$ cat src/rtl/rom_stream_reader.sv
// Streams a burst of consecutive words from a registered single-port ROM
// through a 2-entry FIFO onto a valid/ready output.
module rom_stream_reader #(
  parameter int ADDR_WIDTH = 8,
  parameter int DATA_WIDTH = 8
) (
  input  logic                  clk,
  input  logic                  rst,
  input  logic                  start,
  input  logic [ADDR_WIDTH-1:0] start_addr,
  input  logic [ADDR_WIDTH:0]   length,
  output logic                  busy,
  output logic                  done,
  output logic [ADDR_WIDTH-1:0] rom_addr,
  input  logic [DATA_WIDTH-1:0] rom_data,
  output logic [DATA_WIDTH-1:0] out_data,
  output logic                  out_valid,
  input  logic                  out_ready
);

  typedef enum logic [1:0] {IDLE, RUN, DRAIN} state_t;

  state_t                state_reg, state_next;
  logic [ADDR_WIDTH-1:0] addr_reg, addr_next;
  logic [ADDR_WIDTH:0]   issue_left_reg, issue_left_next;
  logic [ADDR_WIDTH:0]   deliver_left_reg, deliver_left_next;
  logic                  done_reg, done_next;
  logic                  inflight_reg;
  logic                  issue;

  logic [DATA_WIDTH-1:0] fifo_mem [2];
  logic                  wr_ptr_reg, rd_ptr_reg;
  logic [1:0]            count_reg;
  logic                  push, pop;
  logic [2:0]            occ;

  assign busy      = (state_reg != IDLE);
  assign done      = done_reg;
  assign rom_addr  = addr_reg;
  assign out_valid = (count_reg != 2'd0);
  assign out_data  = fifo_mem[rd_ptr_reg];
  assign pop       = out_valid && out_ready;
  // The read issued last cycle has its data on rom_data now.
  assign push      = inflight_reg;

  // Words that will occupy the FIFO once the in-flight read lands; a new
  // read is safe only while this stays below the FIFO depth.
  assign occ = 3'(count_reg) + 3'(inflight_reg) - 3'(pop);

  always_comb begin
    state_next        = state_reg;
    addr_next         = addr_reg;
    issue_left_next   = issue_left_reg;
    deliver_left_next = deliver_left_reg;
    done_next         = 1'b0;
    issue             = 1'b0;
    case (state_reg)
      IDLE: begin
        if (start) begin
          if (length != '0) begin
            state_next        = RUN;
            addr_next         = start_addr;
            issue_left_next   = length;
            deliver_left_next = length;
          end else begin
            done_next = 1'b1;
          end
        end
      end
      RUN: begin
        if (occ < 3'd2) begin
          issue           = 1'b1;
          addr_next       = addr_reg + 1'b1;
          issue_left_next = issue_left_reg - 1'b1;
          if (issue_left_reg == 1) state_next = DRAIN;
        end
      end
      DRAIN: begin
      end
      default: state_next = IDLE;
    endcase
    // The final word can only be handed over in DRAIN, after all reads issued.
    if (pop && state_reg != IDLE) begin
      deliver_left_next = deliver_left_reg - 1'b1;
      if (deliver_left_reg == 1) begin
        state_next = IDLE;
        done_next  = 1'b1;
      end
    end
  end

  always_ff @(posedge clk or posedge rst) begin
    if (rst) begin
      state_reg        <= IDLE;
      addr_reg         <= '0;
      issue_left_reg   <= '0;
      deliver_left_reg <= '0;
      done_reg         <= 1'b0;
      inflight_reg     <= 1'b0;
    end else begin
      state_reg        <= state_next;
      addr_reg         <= addr_next;
      issue_left_reg   <= issue_left_next;
      deliver_left_reg <= deliver_left_next;
      done_reg         <= done_next;
      inflight_reg     <= issue;
    end
  end

  always_ff @(posedge clk or posedge rst) begin
    if (rst) begin
      wr_ptr_reg <= 1'b0;
      rd_ptr_reg <= 1'b0;
      count_reg  <= 2'd0;
    end else begin
      if (push) wr_ptr_reg <= ~wr_ptr_reg;
      if (pop)  rd_ptr_reg <= ~rd_ptr_reg;
      case ({push, pop})
        2'b10:   count_reg <= count_reg + 2'd1;
        2'b01:   count_reg <= count_reg - 2'd1;
        default: count_reg <= count_reg;
      endcase
    end
  end

  // Payload storage needs no reset; validity is carried by count_reg.
  always_ff @(posedge clk) begin
    if (push) fifo_mem[wr_ptr_reg] <= rom_data;
  end

endmodule

$ cat config.mk
export PLATFORM = sky130hd
export DESIGN_NAME = rom_stream_reader
export DESIGN_NICKNAME = d
export VERILOG_FILES = /design/src/rtl/rom_stream_reader.sv
export SDC_FILE = /design/constraint.sdc
export NUM_CORES = 1
export LEC_CHECK = 0
export CORE_ASPECT_RATIO = 0.8
export CORE_MARGIN = 10
export CORE_UTILIZATION = 59
export DETAILED_ROUTE_END_ITERATION = 6
export DONT_BUFFER_PORTS = 1
export PLACE_DENSITY = 0.77
export SKIP_CTS_REPAIR_TIMING = 1
export SYNTH_ARGS = -nofsm -noshare
export SYNTH_HDL_FRONTEND = slang
export SYNTH_SLANG_ARGS = --single-unit
$ cat constraint.sdc
create_clock -name clk -period 3.7 [get_ports clk]
set_clock_uncertainty 0.05 [all_clocks]
set_input_delay 1.11 -clock clk [delete_from_list [all_inputs] [get_ports clk]]
set_output_delay 1.11 -clock clk [all_outputs]
set_load 0.005 [all_outputs]
==> flow_metrics.tcl <==
set metrics [dict create \
    synth.net_count 284 \
    finalHoldViolCount 0 \
    layout-drive-gt1-share_pct 13.5 \
    synth-xor-area-share_pct 1.99 \
    seq_area_frac_synth_pct 50.4 \
    clk_pin_slew_ps 90 \
    setup_viol 0 \
    numClockSinks 50 \
    ctsLongestPathBuffers 2 \
    synth_top_family_by_area "compound AO/OA/AOI/OAI gates" \
    holdWs_ps 441 \
    worstMarginPinSlew_ps 1050 \
    io_pins 48 \
    cts_root_buffer "clkbuf_8" \
    gp_congestion 0.820 \
    layout.nets 287 \
    tns_ps 0 \
    end_kind "register" \
    crit_type "register to register" \
    reg2regPathDepth 9 \
    timing.fmax_mhz 341 \
    required_ps 3850 \
    grt_usage_pct 15.9 \
    dp_slack_ps 506 \
    drc 0 \
    clock_latency_ps 300 \
    final_common_cell "dfrtp_1" \
    drt-total-wl_um 5870 \
    min_path_type "register to register" \
    cts_tree "yes" \
    drt-initial-drc-count 169 \
    routedWlPerCell_um 19.1 \
    syn_inst 247 \
    finalCriticalPeriod_ps 2930 \
    die_area_um2 7580 \
    largest_reg_flops 16 \
    num_vias 1940 \
    powerDensity_nw_per_um2 859 \
    grt_overflow 0 \
    syn_area_um2 2640 \
    cts_buffers 5 \
    grt_max_degree 35 \
    cap_violations 0 \
    r2r_setup_slack_ps 770 \
    yosysWarnings 0 \
    design.core.area_um2 4260 \
    synth_edf_count 16 \
    ys_seq_elements 50 \
    ys.flop_type "dfrtp_1" \
    num_antenna_cells 0 \
    synthMuxAreaShare_pct 4.16 \
    globalRouteMet3Util_pct 5.55 \
    synth_cell_types 57 \
    die_w_um 94.8 \
    cp.arrival_ps 3080 \
    grt_antenna_before_repair 0 \
    drv_slew 0 \
    cts_max_level 2 \
    grt_pass1_wl_um 9650 \
    timing.final.ws_setup_ps 770 \
    syn_avg_cell_area_um2 10.7 \
    gr-usage-met1_pct 21.1 \
    start_util_pct 62.1 \
    critPathMaxFanout 10 \
    drtAntennaViolNets 0 \
    synth_compound_area_share_pct 19.7 \
    power.leakage_nw 1.13 \
    start_kind "register" \
    syn2layout_area_growth_pct 6.58 \
    slew_headroom_pct 29.7 \
    synth_fa_ha_area_share_pct 4.07 \
    postSynth.asyncResetShare_pct 68.0 \
    drt_pre_antenna_iters 4 \
    synth_simple_gate_area_share_pct 15.4 \
    grt_setup_unrepaired "false" \
    dpl.hpwl_um 4190 \
    ir_worst_vdd_mv 0.385 \
    die_h_um 79.9 \
    most-common-layout-cells "dfrtp_1 (34), nor2_1 (19), a21oi_1 (18), edfxtp_1 (16)" \
    globalRoute.busiestLayer "met2" \
    num_rows 21 \
    grt_pass1_vias 1878 \
    grtUsageMet2_pct 24.5 \
    status "finished, final reports clean" \
    finalCritPeriodShare_pct 79.2 \
    min_path_cells 1 \
    via_per_inst 6.30 \
    portBuffers 0 \
]
## where the power goes
part           switching (W)  internal [W]
clock               0.000175      0.000199
combinational       0.000566      0.000449
sequential          0.000235      0.000795
total               0.000976       0.00144
## cells in the mapped netlist, types with 4 or more instances
master    count  share of area [%]
clkbuf_1      6               0.85
a22oi_1       4                1.1
inv_1        14                2.0
dfrtp_1      34                 32
o22a_1        4                1.3
and2_1        4               0.95
nor2_1       19                2.7
ha_1          7                3.3
nand3_1      10                1.9
o211ai_1      8                2.3
a21oi_1      18                3.4
nand2_1      14                2.0
edfxtp_1     16                 18
o22ai_1       6                1.4
mux2_2        8                3.4
a31oi_1       4               0.95
## worst max-delay path, cell delays in order (launching register included)
cell and delay (ps):
dfrtp_1 480, or2_2 360, and2_1 210, ha_1 270
nand2b_1 150, fa_1 370, xnor2_1 180, nand3_1 130
and2_1 300, o31ai_1 310
## path summary, 6_finish.rpt
check,from,endpoint
hold reg to reg,wr_ptr_reg,wr_ptr_reg
min in group asynchronous,rst,issue_left_reg[0]
setup reg to reg,count_reg[1],issue_left_reg[0]
max in group asynchronous,rst,deliver_left_reg[0]
setup / recovery,count_reg[1],issue_left_reg[0]
hold / removal,wr_ptr_reg,wr_ptr_reg
## layout make-up
class	instances	area, µm²
fill	347	1440
sequential	50	1330
multi-input combinational	172	1200
tap	57	71.3
clock buffer	5	68.8
timing repair buffer	7	52.6
inverter	14	52.6
clock inverter	3	40.0
## kinds of logic after synthesis
kind of cell	Yosys count
AOI/OAI and AO/OA	71
and+or+nand+nor	77
DFF	50
adders and majority gates	8
buffers and inverters	25
muxes	10
xor gates and xnor gates	6
## per-stage QoR
step / utilization [%] / power (W) / instance area, µm² / cells
after floorplan: - / 0.00180 / 2640 / 247
after global placement: 63.6 / 0.00201 / 2710 / 300
after detailed placement: 63.6 / 0.00206 / 2710 / 300
after CTS: 66.2 / 0.00243 / 2820 / 308
after global routing: 66.2 / 0.00264 / 2820 / 308
final: 66.2 / 0.00242 / 2820 / 308
## layer usage
| metal | vias to the layer above | part of all wire [%] |
|---|---|---|
| met5 | - | 0 |
| met4 | 0 | 0.78 |
| met3 | 9 | 11 |
| met2 | 73 | 45 |
| met1 | 923 | 44 |
| li1 | 935 | - |
(Power assumes the default switching activity.)
